`src/rtl/spc_cfg_pkg.sv`:
```
// rtl/spc_cfg_pkg.sv - shared layout constants and FSM states for the vin_spc config serializer

package spc_cfg_pkg;

  localparam int SPC_CFG_NBITS = 33;

  // Field offsets (LSB position) and widths inside the vin_spc configuration word; EnLF is the MSB.
  localparam int SPC_RE_LSB       = 0;   localparam int SPC_RE_W       = 1;
  localparam int SPC_FS_LSB       = 1;   localparam int SPC_FS_W       = 1;
  localparam int SPC_GD_LSB       = 2;   localparam int SPC_GD_W       = 1;
  localparam int SPC_NS_LSB       = 3;   localparam int SPC_NS_W       = 1;
  localparam int SPC_CE_LSB       = 4;   localparam int SPC_CE_W       = 1;
  localparam int SPC_GS_LSB       = 5;   localparam int SPC_GS_W       = 4;
  localparam int SPC_IQ_LSB       = 9;   localparam int SPC_IQ_W       = 1;
  localparam int SPC_F_LSB        = 10;  localparam int SPC_F_W        = 4;
  localparam int SPC_CAPSEL_LSB   = 14;  localparam int SPC_CAPSEL_W   = 4;
  localparam int SPC_CCOMPSEL_LSB = 18;  localparam int SPC_CCOMPSEL_W = 4;
  localparam int SPC_ENRDEGHF_LSB = 22;  localparam int SPC_ENRDEGHF_W = 1;
  localparam int SPC_ENRDEG_LSB   = 23;  localparam int SPC_ENRDEG_W   = 1;
  localparam int SPC_DP_LSB       = 24;  localparam int SPC_DP_W       = 3;
  localparam int SPC_DN_LSB       = 27;  localparam int SPC_DN_W       = 3;
  localparam int SPC_ENHF_LSB     = 30;  localparam int SPC_ENHF_W     = 1;
  localparam int SPC_ENMF_LSB     = 31;  localparam int SPC_ENMF_W     = 1;
  localparam int SPC_ENLF_LSB     = 32;  localparam int SPC_ENLF_W     = 1;

  typedef enum logic [1:0] {
    IDLE  = 2'd0,
    LOW   = 2'd1,
    HIGH  = 2'd2,
    LATCH = 2'd3
  } spc_cfg_state_e;

endpackage

```
`src/rtl/spc_cfg_phase_tick.sv`:
```
// rtl/spc_cfg_phase_tick.sv - DIV-cycle phase counter with terminal-count pulse

module spc_cfg_phase_tick #(
  parameter int DIV = 4
) (
  input  logic clk,
  input  logic rst,
  input  logic clr,
  output logic tick
);

  localparam int PW = (DIV > 1) ? $clog2(DIV) : 1;
  localparam logic [PW-1:0] LAST = PW'(DIV - 1);

  logic [PW-1:0] cnt;

  // Wrapping on tick restarts the count at every state boundary without an explicit clear.
  assign tick = !clr && (cnt == LAST);

  always_ff @(posedge clk or posedge rst) begin
    if (rst) begin
      cnt <= '0;
    end else if (clr || tick) begin
      cnt <= '0;
    end else begin
      cnt <= cnt + PW'(1);
    end
  end

endmodule

```
`src/rtl/spc_cfg_serializer.sv`:
```
// rtl/spc_cfg_serializer.sv - shifts a parallel config word into vin_spc with its own shift clock and latch

module spc_cfg_serializer
  import spc_cfg_pkg::*;
#(
  parameter int NBITS     = SPC_CFG_NBITS,
  parameter int DIV       = 4,
  parameter bit LSB_FIRST = 1'b0
) (
  input  logic             Clk,
  input  logic             Reset,
  input  logic [NBITS-1:0] Cfg_word,
  input  logic             Start,
  output logic             Busy,
  output logic             Done,
  output logic             Cfg_out,
  output logic             Cfg_clk,
  output logic             Cfg_latch
);

  localparam int CW = $clog2(NBITS + 1);
  localparam logic [CW-1:0] LAST_BIT = CW'(NBITS - 1);

  spc_cfg_state_e   state, state_nxt;
  logic [NBITS-1:0] shadow, shadow_nxt;
  logic [CW-1:0]    bit_cnt, bit_cnt_nxt;
  logic             done_nxt;
  logic             phase_clr;
  logic             tick;

  assign phase_clr = (state == IDLE);

  spc_cfg_phase_tick #(
    .DIV (DIV)
  ) u_phase (
    .clk  (Clk),
    .rst  (Reset),
    .clr  (phase_clr),
    .tick (tick)
  );

  // The outgoing bit always sits at the shadow edge, so Cfg_out is a flop with no input path.
  assign Cfg_out = LSB_FIRST ? shadow[0] : shadow[NBITS-1];

  always_comb begin
    state_nxt   = state;
    shadow_nxt  = shadow;
    bit_cnt_nxt = bit_cnt;
    done_nxt    = 1'b0;
    case (state)
      IDLE: begin
        if (Start) begin
          shadow_nxt  = Cfg_word;
          bit_cnt_nxt = '0;
          state_nxt   = LOW;
        end
      end
      LOW: begin
        if (tick) state_nxt = HIGH;
      end
      HIGH: begin
        if (tick) begin
          if (bit_cnt == LAST_BIT) begin
            state_nxt = LATCH;
          end else begin
            bit_cnt_nxt = bit_cnt + CW'(1);
            shadow_nxt  = LSB_FIRST ? (shadow >> 1) : (shadow << 1);
            state_nxt   = LOW;
          end
        end
      end
      LATCH: begin
        if (tick) begin
          shadow_nxt = '0;
          done_nxt   = 1'b1;
          state_nxt  = IDLE;
        end
      end
      default: state_nxt = IDLE;
    endcase
  end

  always_ff @(posedge Clk or posedge Reset) begin
    if (Reset) begin
      state     <= IDLE;
      shadow    <= '0;
      bit_cnt   <= '0;
      Busy      <= 1'b0;
      Done      <= 1'b0;
      Cfg_clk   <= 1'b0;
      Cfg_latch <= 1'b0;
    end else begin
      state     <= state_nxt;
      shadow    <= shadow_nxt;
      bit_cnt   <= bit_cnt_nxt;
      Busy      <= (state_nxt != IDLE);
      Done      <= done_nxt;
      Cfg_clk   <= (state_nxt == HIGH);
      Cfg_latch <= (state_nxt == LATCH);
    end
  end

endmodule

```
`config.mk`:
```
export PLATFORM = sky130hd
export DESIGN_NAME = spc_cfg_serializer
export DESIGN_NICKNAME = d
export VERILOG_FILES = /design/src/rtl/spc_cfg_pkg.sv /design/src/rtl/spc_cfg_phase_tick.sv /design/src/rtl/spc_cfg_serializer.sv
export SDC_FILE = /design/constraint.sdc
export NUM_CORES = 1
export LEC_CHECK = 0
export CAP_MARGIN = 20
export CORE_ASPECT_RATIO = 0.5
export CORE_UTILIZATION = 45
export CTS_CLUSTER_DIAMETER = 100
export CTS_CLUSTER_SIZE = 25
export DETAILED_ROUTE_END_ITERATION = 16
export GPL_TIMING_DRIVEN = 1
export PLACE_DENSITY = 0.8
export SETUP_SLACK_MARGIN = 0.15
export SKIP_CTS_REPAIR_TIMING = 1
export SYNTH_ARGS = -nofsm -noshare
export SYNTH_HDL_FRONTEND = slang
export SYNTH_HIERARCHICAL = 1
export SYNTH_SLANG_ARGS = --single-unit
```
`constraint.sdc`:
```
create_clock -name Clk -period 1.85 [get_ports Clk]
set_input_delay 0.2775 -clock Clk [delete_from_list [all_inputs] [get_ports Clk]]
set_output_delay 0.2775 -clock Clk [all_outputs]
set_load 0.005 [all_outputs]
```
; Word-level counts from Yosys, hierarchy flattened
; Cells that the tools add are included.
[op_classes]
n_addsub = 2
multipliers = 0
n_div = 0
magnitude_cmp = 0
eq_ne = 11
shift = 0
n_mux = 18
bitwise = 0
n_reduce_logical = 9
[ops]
columns = op, count
row1 = 33-bit 2-to-1 mux, 4
row2 = 33-bit case mux with 3 select lines, 1
row3 = 6-bit 2-to-1 mux, 3
row4 = 2-bit 2-to-1 mux, 6
row5 = 6-bit case mux with 2 select lines, 1
row6 = 2-bit == test (second input constant), 5
row7 = 2-bit case mux with 4 select lines, 1
row8 = 6-bit by 1-bit adder with 6-bit output (second input constant), 1
row9 = 6-bit == test (second input constant), 1
row10 = 5-bit AND reduction, 1
row11 = 2-bit by 1-bit != test with 1-bit output (second input constant), 2
row12 = 2-bit != test (second input constant), 2
row13 = 4-bit AND reduction, 1
row14 = 2-bit nonzero test, 2
row15 = 3-bit nonzero test, 1
row16 = 2-bit by 1-bit adder with 2-bit output (second input constant), 1
row17 = 2-bit by 1-bit == test with 1-bit output (second input constant), 1
row18 = 2-bit logical NOT, 1
row19 = 1-bit 2-to-1 mux, 2
row20 = 1-bit logical AND, 1
row21 = 1-bit logical NOT, 1
row22 = 1-bit logical OR, 1
[totals]
reg_bits = 47
latchBits = 0
ramBits = 0
rom_bits = 0
in_bits = 36
out_inout_bits = 5
elab_cells = 48
memories = 0

; Depth between registers and ports, before layout
; Gate-level depths: netlist of the first run.
[logic_depth]
word_depth = 6
ltp_mapped = 9
depth_no_buf = 6

; Cells and area by module
; Netlist of the first run, hierarchy kept.
[modules_own_cells]
columns = mod, n_inst, cells_each, area_per_inst_um2, seq_area_each_um2
row1 = spc_cfg_serializer, 1, 247, 2297.2, 1126.1
row2 = spc_cfg_phase_tick, 1, 7, 90.1, 50.0

; Worst setup path before layout of the first run
; Ideal clock, no wire load.
[synth_path]
path_kind = register to register
start = register u_phase.cnt[0]
end = register shadow[10]
setup_ns = 0.130
arrival_time_ns = 1.709
required_ns = 1.720
path_slack_ns = 0.012
stages_incl_launch_ff = 8
path_buffers = 2
period_less_slack_ns = 1.838
cell_sequence = dfrtp_1 -> ha_1 -> nor2b_1 -> clkbuf_1 -> nand2_1 -> a32oi_4 -> buf_2 -> a31oi_1
[synth_between]
elab_chain_len = 4
word_cells_on_any_way = 5
cone_classes = eq/ne (3) / reduce/logical (2)
[synth_lines]
columns = element, line
row1 = from (decl), spc_cfg_phase_tick.sv:15  ; logic [PW-1:0] cnt;
row2 = from (signal assigned), spc_cfg_phase_tick.sv:26  ; cnt <= cnt + PW'(1);
row3 = 2-bit == test *, spc_cfg_phase_tick.sv:18  ; assign tick = !clr && (cnt == LAST);
row4 = 1-bit logical AND *, spc_cfg_phase_tick.sv:18
row5 = via tick, spc_cfg_serializer.sv:29  ; logic tick;
row6 = 2-bit by 1-bit != test with 1-bit output (no line), --
row7 = 5-bit AND reduction (no line) *, --
row8 = to (signal assigned), spc_cfg_serializer.sv:94  ; shadow <= shadow_nxt;
row9 = to (decl), spc_cfg_serializer.sv:25  ; logic [NBITS-1:0] shadow, shadow_nxt;
; The timed path passes the listed nets; every way through them passes the cells marked *.
; A chain may end at the register's enable or synchronous reset.

; Worst setup path in the final report of the first run
[layout_path]
start = register bit_cnt[0]
end = register shadow[7]
[layout_between]
elab_chain_len = 3
[layout_lines]
columns = element, line
row1 = from (decl), spc_cfg_serializer.sv:26  ; logic [CW-1:0] bit_cnt, bit_cnt_nxt;
row2 = from (signal assigned), spc_cfg_serializer.sv:95  ; bit_cnt <= bit_cnt_nxt;
row3 = 6-bit == test, spc_cfg_serializer.sv:63  ; if (bit_cnt == LAST_BIT) begin
row4 = 2-bit != test (no line), --
row5 = 5-bit AND reduction (no line), --
; No other way between the ends.

==> results of run 1 <==
-- area by class of cell --
cell class	count	area, µm²	share of cell area
multi-input combinational	180	1200	0.3646
sequential	47	1177	0.3578
timing repair buffer	63	704.4	0.2141
tap	70	87.58	0.02662
clock buffer	7	86.33	0.02624
inverter	7	26.28	0.007985
clock inverter	1	8.758	0.002662
-- state kept, by name (all words and copies together) (netlist names) --
name / flops
shadow: 33
bit_cnt: 6
state: 2
u_phase/cnt: 2
Busy: 1
Cfg_clk: 1
Cfg_latch: 1
Done: 1
-- metal layers --
| layer | GRT usage | up-vias | wire length (µm) | share of wire |
|---|---|---|---|---|
| li1 | - | 980 | - | - |
| met1 | 0.2446 | 1024 | 2624 | 0.45 |
| met2 | 0.3179 | 55 | 2929 | 0.50 |
| met3 | 0.04680 | 7 | 229 | 0.039 |
| met4 | 0.07746 | 0 | 48 | 0.0082 |
| met5 | 0 | - | 0 | 0 |
-- cell usage in the layout, fill, tap and decap left out, types with 2 or more instances in the layout --
cell             instances
nand3b_1                23
ha_2                     2
mux2i_1                  2
and2_1                   3
nand2_1                  4
o21ai_0                  4
buf_4                   13
nor2b_1                 11
clkbuf_8                 6
nor2_2                  11
nor2_1                  23
inv_2                    2
nor3_1                   4
inv_1                    4
o22ai_1                 13
clkdlybuf4s50_1         40
buf_12                   4
a21oi_2                  4
xnor2_1                  2
nand3_1                  2
nand2b_1                21
nor3b_2                  2
clkbuf_16                4
nor2_4                   5
dfrtp_1                 46
a31oi_1                 22
a21oi_1                 10
-- per-stage QoR --
stage / hold WS, ps / total power (W) / util
final: 142.9 / 0.005044 / 0.6552
after global routing: 172.1 / 0.005372 / 0.6552
after CTS: 146.0 / 0.004417 / 0.5987
after detailed placement: 439.0 / 0.003765 / 0.5797
after global placement: 426.4 / 0.003653 / 0.5797
after floorplan: 18.68 / 0.003167 / -
-- path summary, 6_finish.rpt --
kind	startpoint	endpoint	slack, ps	cells after the start
worst max-delay path	bit_cnt[0]$_DFFE_PP0P_	shadow[7]$_DFFE_PP0P_	120	9
worst min-delay path	Reset	u_phase/cnt[1]$_DFF_PP0_	140	2
worst max register to register	bit_cnt[0]$_DFFE_PP0P_	shadow[7]$_DFFE_PP0P_	120	9
worst min register to register	u_phase/cnt[0]$_DFF_PP0_	u_phase/cnt[0]$_DFF_PP0_	450	1
max in group asynchronous	Reset	shadow[14]$_DFFE_PP0P_	1300	3
min in group Clk	u_phase/cnt[0]$_DFF_PP0_	u_phase/cnt[0]$_DFF_PP0_	450	1
-- power by group --
part | internal, W | leakage [nW] | switching (W)
Clock | 0.000307 | 0.0484 | 0.000344
Sequential | 0.00151 | 0.542 | 0.000358
Combinational | 0.00133 | 0.705 | 0.00119
-- critical path, stage by stage (launching register included) --
cell	delay (ps)
dfrtp_1	390
inv_2	60
ha_2	170
nor3b_2	150
buf_4	150
a32oi_4	190
buf_12	180
clkbuf_16	160
nor2_2	40
a21oi_1	160
-- logic make-up (layout without fill, tap and decap cells) --
kind of cell	count (synthesis)	after routing	synth area share
AOI/OAI and AO/OA	56	56	0.1473
and+or+nand+nor	116	116	0.2720
buffers and inverters	27	78	0.05242
adders and majority gates	3	3	0.01572
xor gates and xnor gates	2	2	0.007339
DFF	47	47	0.4927
muxes	3	3	0.01258
==> summary.txt, run 1 <==
Outcome: completed
Routed WL: 5832 µm
Top post-synthesis cells by count: dfrtp_1, nor2_1, nand3b_1
Worst skew pair latency: 300 ps
Setup WS pre-CTS: -127.6 ps
Primary FF master, synth: dfrtp_1
Post-Layout Inst Area: 3291 µm²
WP data arrival: 1950 ps
H-tree depth: 2
Initial antenna violation count: 0
Share of layout cells above drive strength 1: 0.2066
Core footprint: 5022 µm²
Vias in the first global route: 1848
Vias per cell: 5.509
Placed wire-length estimate: 3315 µm
Worst Path Max Fanout: 7
Mapped Nets: 293
CTS tree: yes
Yosys top cell by area: dfrtp_1
Post-route antenna net violation count: 0
Leakage: 1.296 nW
Max-Cap Viols: 0
Clock slew at reported path FFs: 90 ps
Most common cell in the netlist: dfrtp_1
First-pass GRT wire length: 8328 µm
Number of enable flip-flop cells after synthesis: 0
Initial drt markers: 79
# nets final: 343
Setup slack after layout: 119.6 ps
CP endpoint kind: flip-flop
Placement Cell Area: 2912 µm²
Via count: 2066
Final GP Congestion: 0.7318
Largest net degree at the start of global routing: 47
Period utilization: 0.9353
Finished Layout Cells: 375
Power Dens Cells: 1533 nW/µm²
Num ports: 41
Clock period minus worst slack: 1730 ps
VDD IR-drop max: 0.0006038 V
Die ar.: 5618 µm²
Clk sinks: 47
Per-cell routed wire length: 15.55 µm
Hold Path Class: in -> async
Mapped Cells: 254
Area Overhead vs Synth: 37.84%
Clock Skew: 10.98 ps
Fmax: 577.9 MHz
TNS Setup: 0 ps
Post-synthesis sequential area ratio: 0.4927
Distinct cells, synth: 29
I/O Buffers: 40
Fin. Hold Viols: 0
Synth Cell Area: 2387 µm²
Ys async rst share: 1.000
Crit Path Class: reg -> reg
CP Launch Type: flip-flop
Antenna diode count: 0
RSZ-0062 raised after global routing: true
DRC Markers: 0
Post-synthesis sequential element count: 47
Initial cell density of the core: 0.4753
Die height: 53.51 µm
YS warnings: 6
Aggregate global-route resource usage: 0.1904
Clock tree buffer depth: 2
Synth top area cells: dfrtp_1, nand3b_1, nor2_1
Worst-Margin Slew: 375.4 ps
Clock root buffer: clkbuf_8
Relative slew slack: 0.7497
Die W: 105.0 µm
Fillers: 365
First drt pass iteration count: 4
Total CTS buffers: 5
Fin. max-slew vios: 0
Share of the synthesized area in the top cell type: 0.4927
CP required: 2070 ps
FP Rows: 18
Remaining global-route overflow: 0
Final setup viols: 0
Post-Syn Area per Cell: 9.399 µm²
Placed cell count: 357
No activity file was read; power rests on OpenSTA's default activity.
==> run 2: changes to the inputs <==
--- a/config.mk
+++ b/config.mk
@@ -5,11 +5,12 @@
 export SDC_FILE = /design/constraint.sdc
 export NUM_CORES = 1
 export LEC_CHECK = 0
+export ABC_CLOCK_PERIOD_IN_PS = 1850
 export CAP_MARGIN = 20
 export CORE_ASPECT_RATIO = 0.5
 export CORE_UTILIZATION = 45
 export CTS_CLUSTER_DIAMETER = 100
-export CTS_CLUSTER_SIZE = 25
+export CTS_CLUSTER_SIZE = 30
 export DETAILED_ROUTE_END_ITERATION = 16
 export GPL_TIMING_DRIVEN = 1
 export PLACE_DENSITY = 0.8
==> constraint.sdc (replaced) <==
create_clock -name Clk -period 1.85 [get_ports Clk]
set_input_delay 0.2775 -clock Clk [delete_from_list [all_inputs] [get_ports Clk]]
set_output_delay 0.2775 -clock Clk [all_outputs]
set_load 0.05 [all_outputs]
==> summary.txt, run 2 (synthesis results as in run 1) <==
WP data arrival: 1950 ps (about the same)
Crit Path Class: reg -> reg (unchanged)
CP Cell Sequence: or3b_4 > a32oi_4 > buf_12 > clkbuf_16 > nor2_2 > a31oi_1 (was inv_2 > ha_2 > nor3b_2 > buf_4 > a32oi_4 > buf_12 > clkbuf_16 > nor2_2 > a21oi_1)
Setup slack after layout: 116.7 ps (was 119.6 ps)
CP max stage delay: 470 ps (was 390 ps)
Clock root buffer: clkbuf_8 (unchanged)
Final setup viols: 0 (unchanged)
First drt pass iteration count: 4 (unchanged)
Aggregate global-route resource usage: 0.1904 (unchanged)
Vias per cell: 5.547 (was 5.509)
CP endpoint kind: flip-flop (unchanged)
Remaining global-route overflow: 0 (unchanged)
DRC Markers: 0 (unchanged)
Hold Path Class: in -> async (unchanged)
Num ports: 41 (unchanged)
FP Rows: 18 (unchanged)
Worst skew pair latency: 300 ps (about the same)
Placement Cell Area: 2912 µm² (unchanged)
Clk sinks: 47 (unchanged)
Clock slew at reported path FFs: 90 ps (about the same)
R2R depth: 6 (was 9)
Die ar.: 5618 µm² (unchanged)
Leakage: 1.354 nW (was 1.296 nW)
Relative slew slack: 0.6603 (was 0.7497)
Multi-input logic area: 1234 µm² (was 1200 µm²)
Fillers: 349 (was 365)
Largest net degree at the start of global routing: 47 (unchanged)
Worst path slowest cell: dfrtp_2 (was dfrtp_1)
I/O Buffers: 40 (unchanged)
VDD IR-drop max: 0.0006183 V (was 0.0006038 V)
Vias in the first global route: 1848 (unchanged)
H-tree depth: 2 (unchanged)
Routed WL: 5912 µm (was 5832 µm)
RSZ-0062 raised after global routing: true (unchanged)
Clock tree buffer depth: 2 (unchanged)
Fin. max-slew vios: 0 (unchanged)
Antenna diode count: 0 (unchanged)
Share of layout cells above drive strength 1: 0.2459 (was 0.2066)
CP Launch Type: flip-flop (unchanged)
Worst Path Max Fanout: 7 (unchanged)
Origin of the critical flop-to-flop path: state[1]$_DFF_PP0_ (was bit_cnt[0]$_DFFE_PP0P_)
Initial cell density of the core: 0.4753 (unchanged)
Die W: 105.0 µm (unchanged)
Post-Layout Inst Area: 3337 µm² (was 3291 µm²)
Initial antenna violation count: 0 (unchanged)
Clock period minus worst slack: 1733 ps (was 1730 ps)
Power Dens Cells: 1577 nW/µm² (was 1533 nW/µm²)
Clock Skew: 10.53 ps (was 10.98 ps)
Fmax: 576.9 MHz (was 577.9 MHz)
Levels on crit path: 6 (was 9)
Fin. Hold Viols: 0 (unchanged)
Initial drt markers: 96 (was 79)
Total CTS buffers: 5 (unchanged)
Buf+Inv Stages, Crit Path: 2 (was 4)
Largest registers: shadow: 33 flops, bit_cnt: 6 flops (unchanged)
Worst-Margin Slew: 508.7 ps (was 375.4 ps)
Reg2Reg Setup Slack: 120 ps (about the same)
Commonest non-fill, non-tap cell in the layout: dfrtp_1 (unchanged)
Per-cell routed wire length: 15.77 µm (was 15.55 µm)
Period utilization: 0.9369 (was 0.9353)
Final GP Congestion: 0.7318 (unchanged)
Post-route antenna net violation count: 0 (unchanged)
Largest Register: shadow (unchanged)
Outcome: completed (unchanged)
Placed wire-length estimate: 3315 µm (unchanged)
Max-Cap Viols: 0 (unchanged)
Via count: 2080 (was 2066)
Setup WS pre-CTS: -127.6 ps (unchanged)
Die height: 53.51 µm (unchanged)
Core footprint: 5022 µm² (unchanged)
Reg area: 1177 µm² (unchanged)
Most frequent cells in the layout: dfrtp_1, clkdlybuf4s50_1, nand3b_1 (was dfrtp_1, clkdlybuf4s50_1, nand3b_1, nor2_1, a31oi_1)
Number of flip-flops in the largest register: 33 (unchanged)
Reg2reg end: shadow[11]$_DFFE_PP0P_ (was shadow[7]$_DFFE_PP0P_)
Delay-heaviest family, CP: simple AND/OR/NAND/NOR gates (was buffers and inverters)
CP required: 2070 ps (about the same)
# nets final: 343 (unchanged)
First-pass GRT wire length: 8328 µm (unchanged)
Area Overhead vs Synth: 39.78% (was 37.84%)
CTS tree: yes (unchanged)
## run 2: per-stage QoR
step | total power, W | cells | hold slack, ps | util | TNS, ps
5_1_grt | 0.005596 | 375 | 172.1 | 0.6644 | 0
6_report | 0.005261 | 375 | 145.1 | 0.6644 | 0
2_1_floorplan | 0.003308 | 254 | 18.68 | - | 0
4_1_cts | 0.004560 | 365 | 146.0 | 0.5987 | 0
3_5_place_dp | 0.003908 | 357 | 439.0 | 0.5797 | -3058
3_3_place_gp | 0.003796 | 357 | 426.4 | 0.5797 | -2171
## run 2: worst max-delay path by stage
stage / slack, ps / to / startpoint
after floorplan: 150 / shadow[10]$_DFFE_PP0P_ / u_phase/cnt[0]$_DFF_PP0_
after global placement: -90 / shadow[11]$_DFFE_PP0P_ / Start
after detailed placement: -130 / shadow[24]$_DFFE_PP0P_ / Start
after CTS: 70 / shadow[12]$_DFFE_PP0P_ / u_phase/cnt[0]$_DFF_PP0_
after global routing: 50 / shadow[2]$_DFFE_PP0P_ / bit_cnt[0]$_DFFE_PP0P_
final: 120 / shadow[11]$_DFFE_PP0P_ / state[1]$_DFF_PP0_
## run 2: area by class of cell
class,count,share of cell area
multi-input combinational,180,0.3697
clock inverter,1,0.002625
sequential,47,0.3528
timing repair buffer,63,0.2148
tap,70,0.02625
clock buffer,7,0.02587
inverter,7,0.007874
## run 2: power breakdown
| part | internal (W) | switching (W) |
|---|---|---|
| Clock | 0.000307 | 0.000341 |
| Sequential | 0.00152 | 0.000376 |
| Combinational | 0.00136 | 0.00136 |
## run 2: worst reg2reg max path: cells and delay by family, from the launching register on
| kind | cells | cell delay (ps) |
|---|---|---|
| buf+inv | 2 | 350 |
| simple gates | 2 | 480 |
| flops | 1 | 470 |
| compound gates | 2 | 370 |
## run 2: per-layer routing
layer,vias to the layer above,wire (µm),global-route usage,share of wire
li1,982,-,-,-
met5,-,0,0,0
met1,1050,2702,0.2446,0.46
met3,6,171,0.04680,0.029
met2,42,2990,0.3179,0.51
met4,0,47,0.07746,0.0079
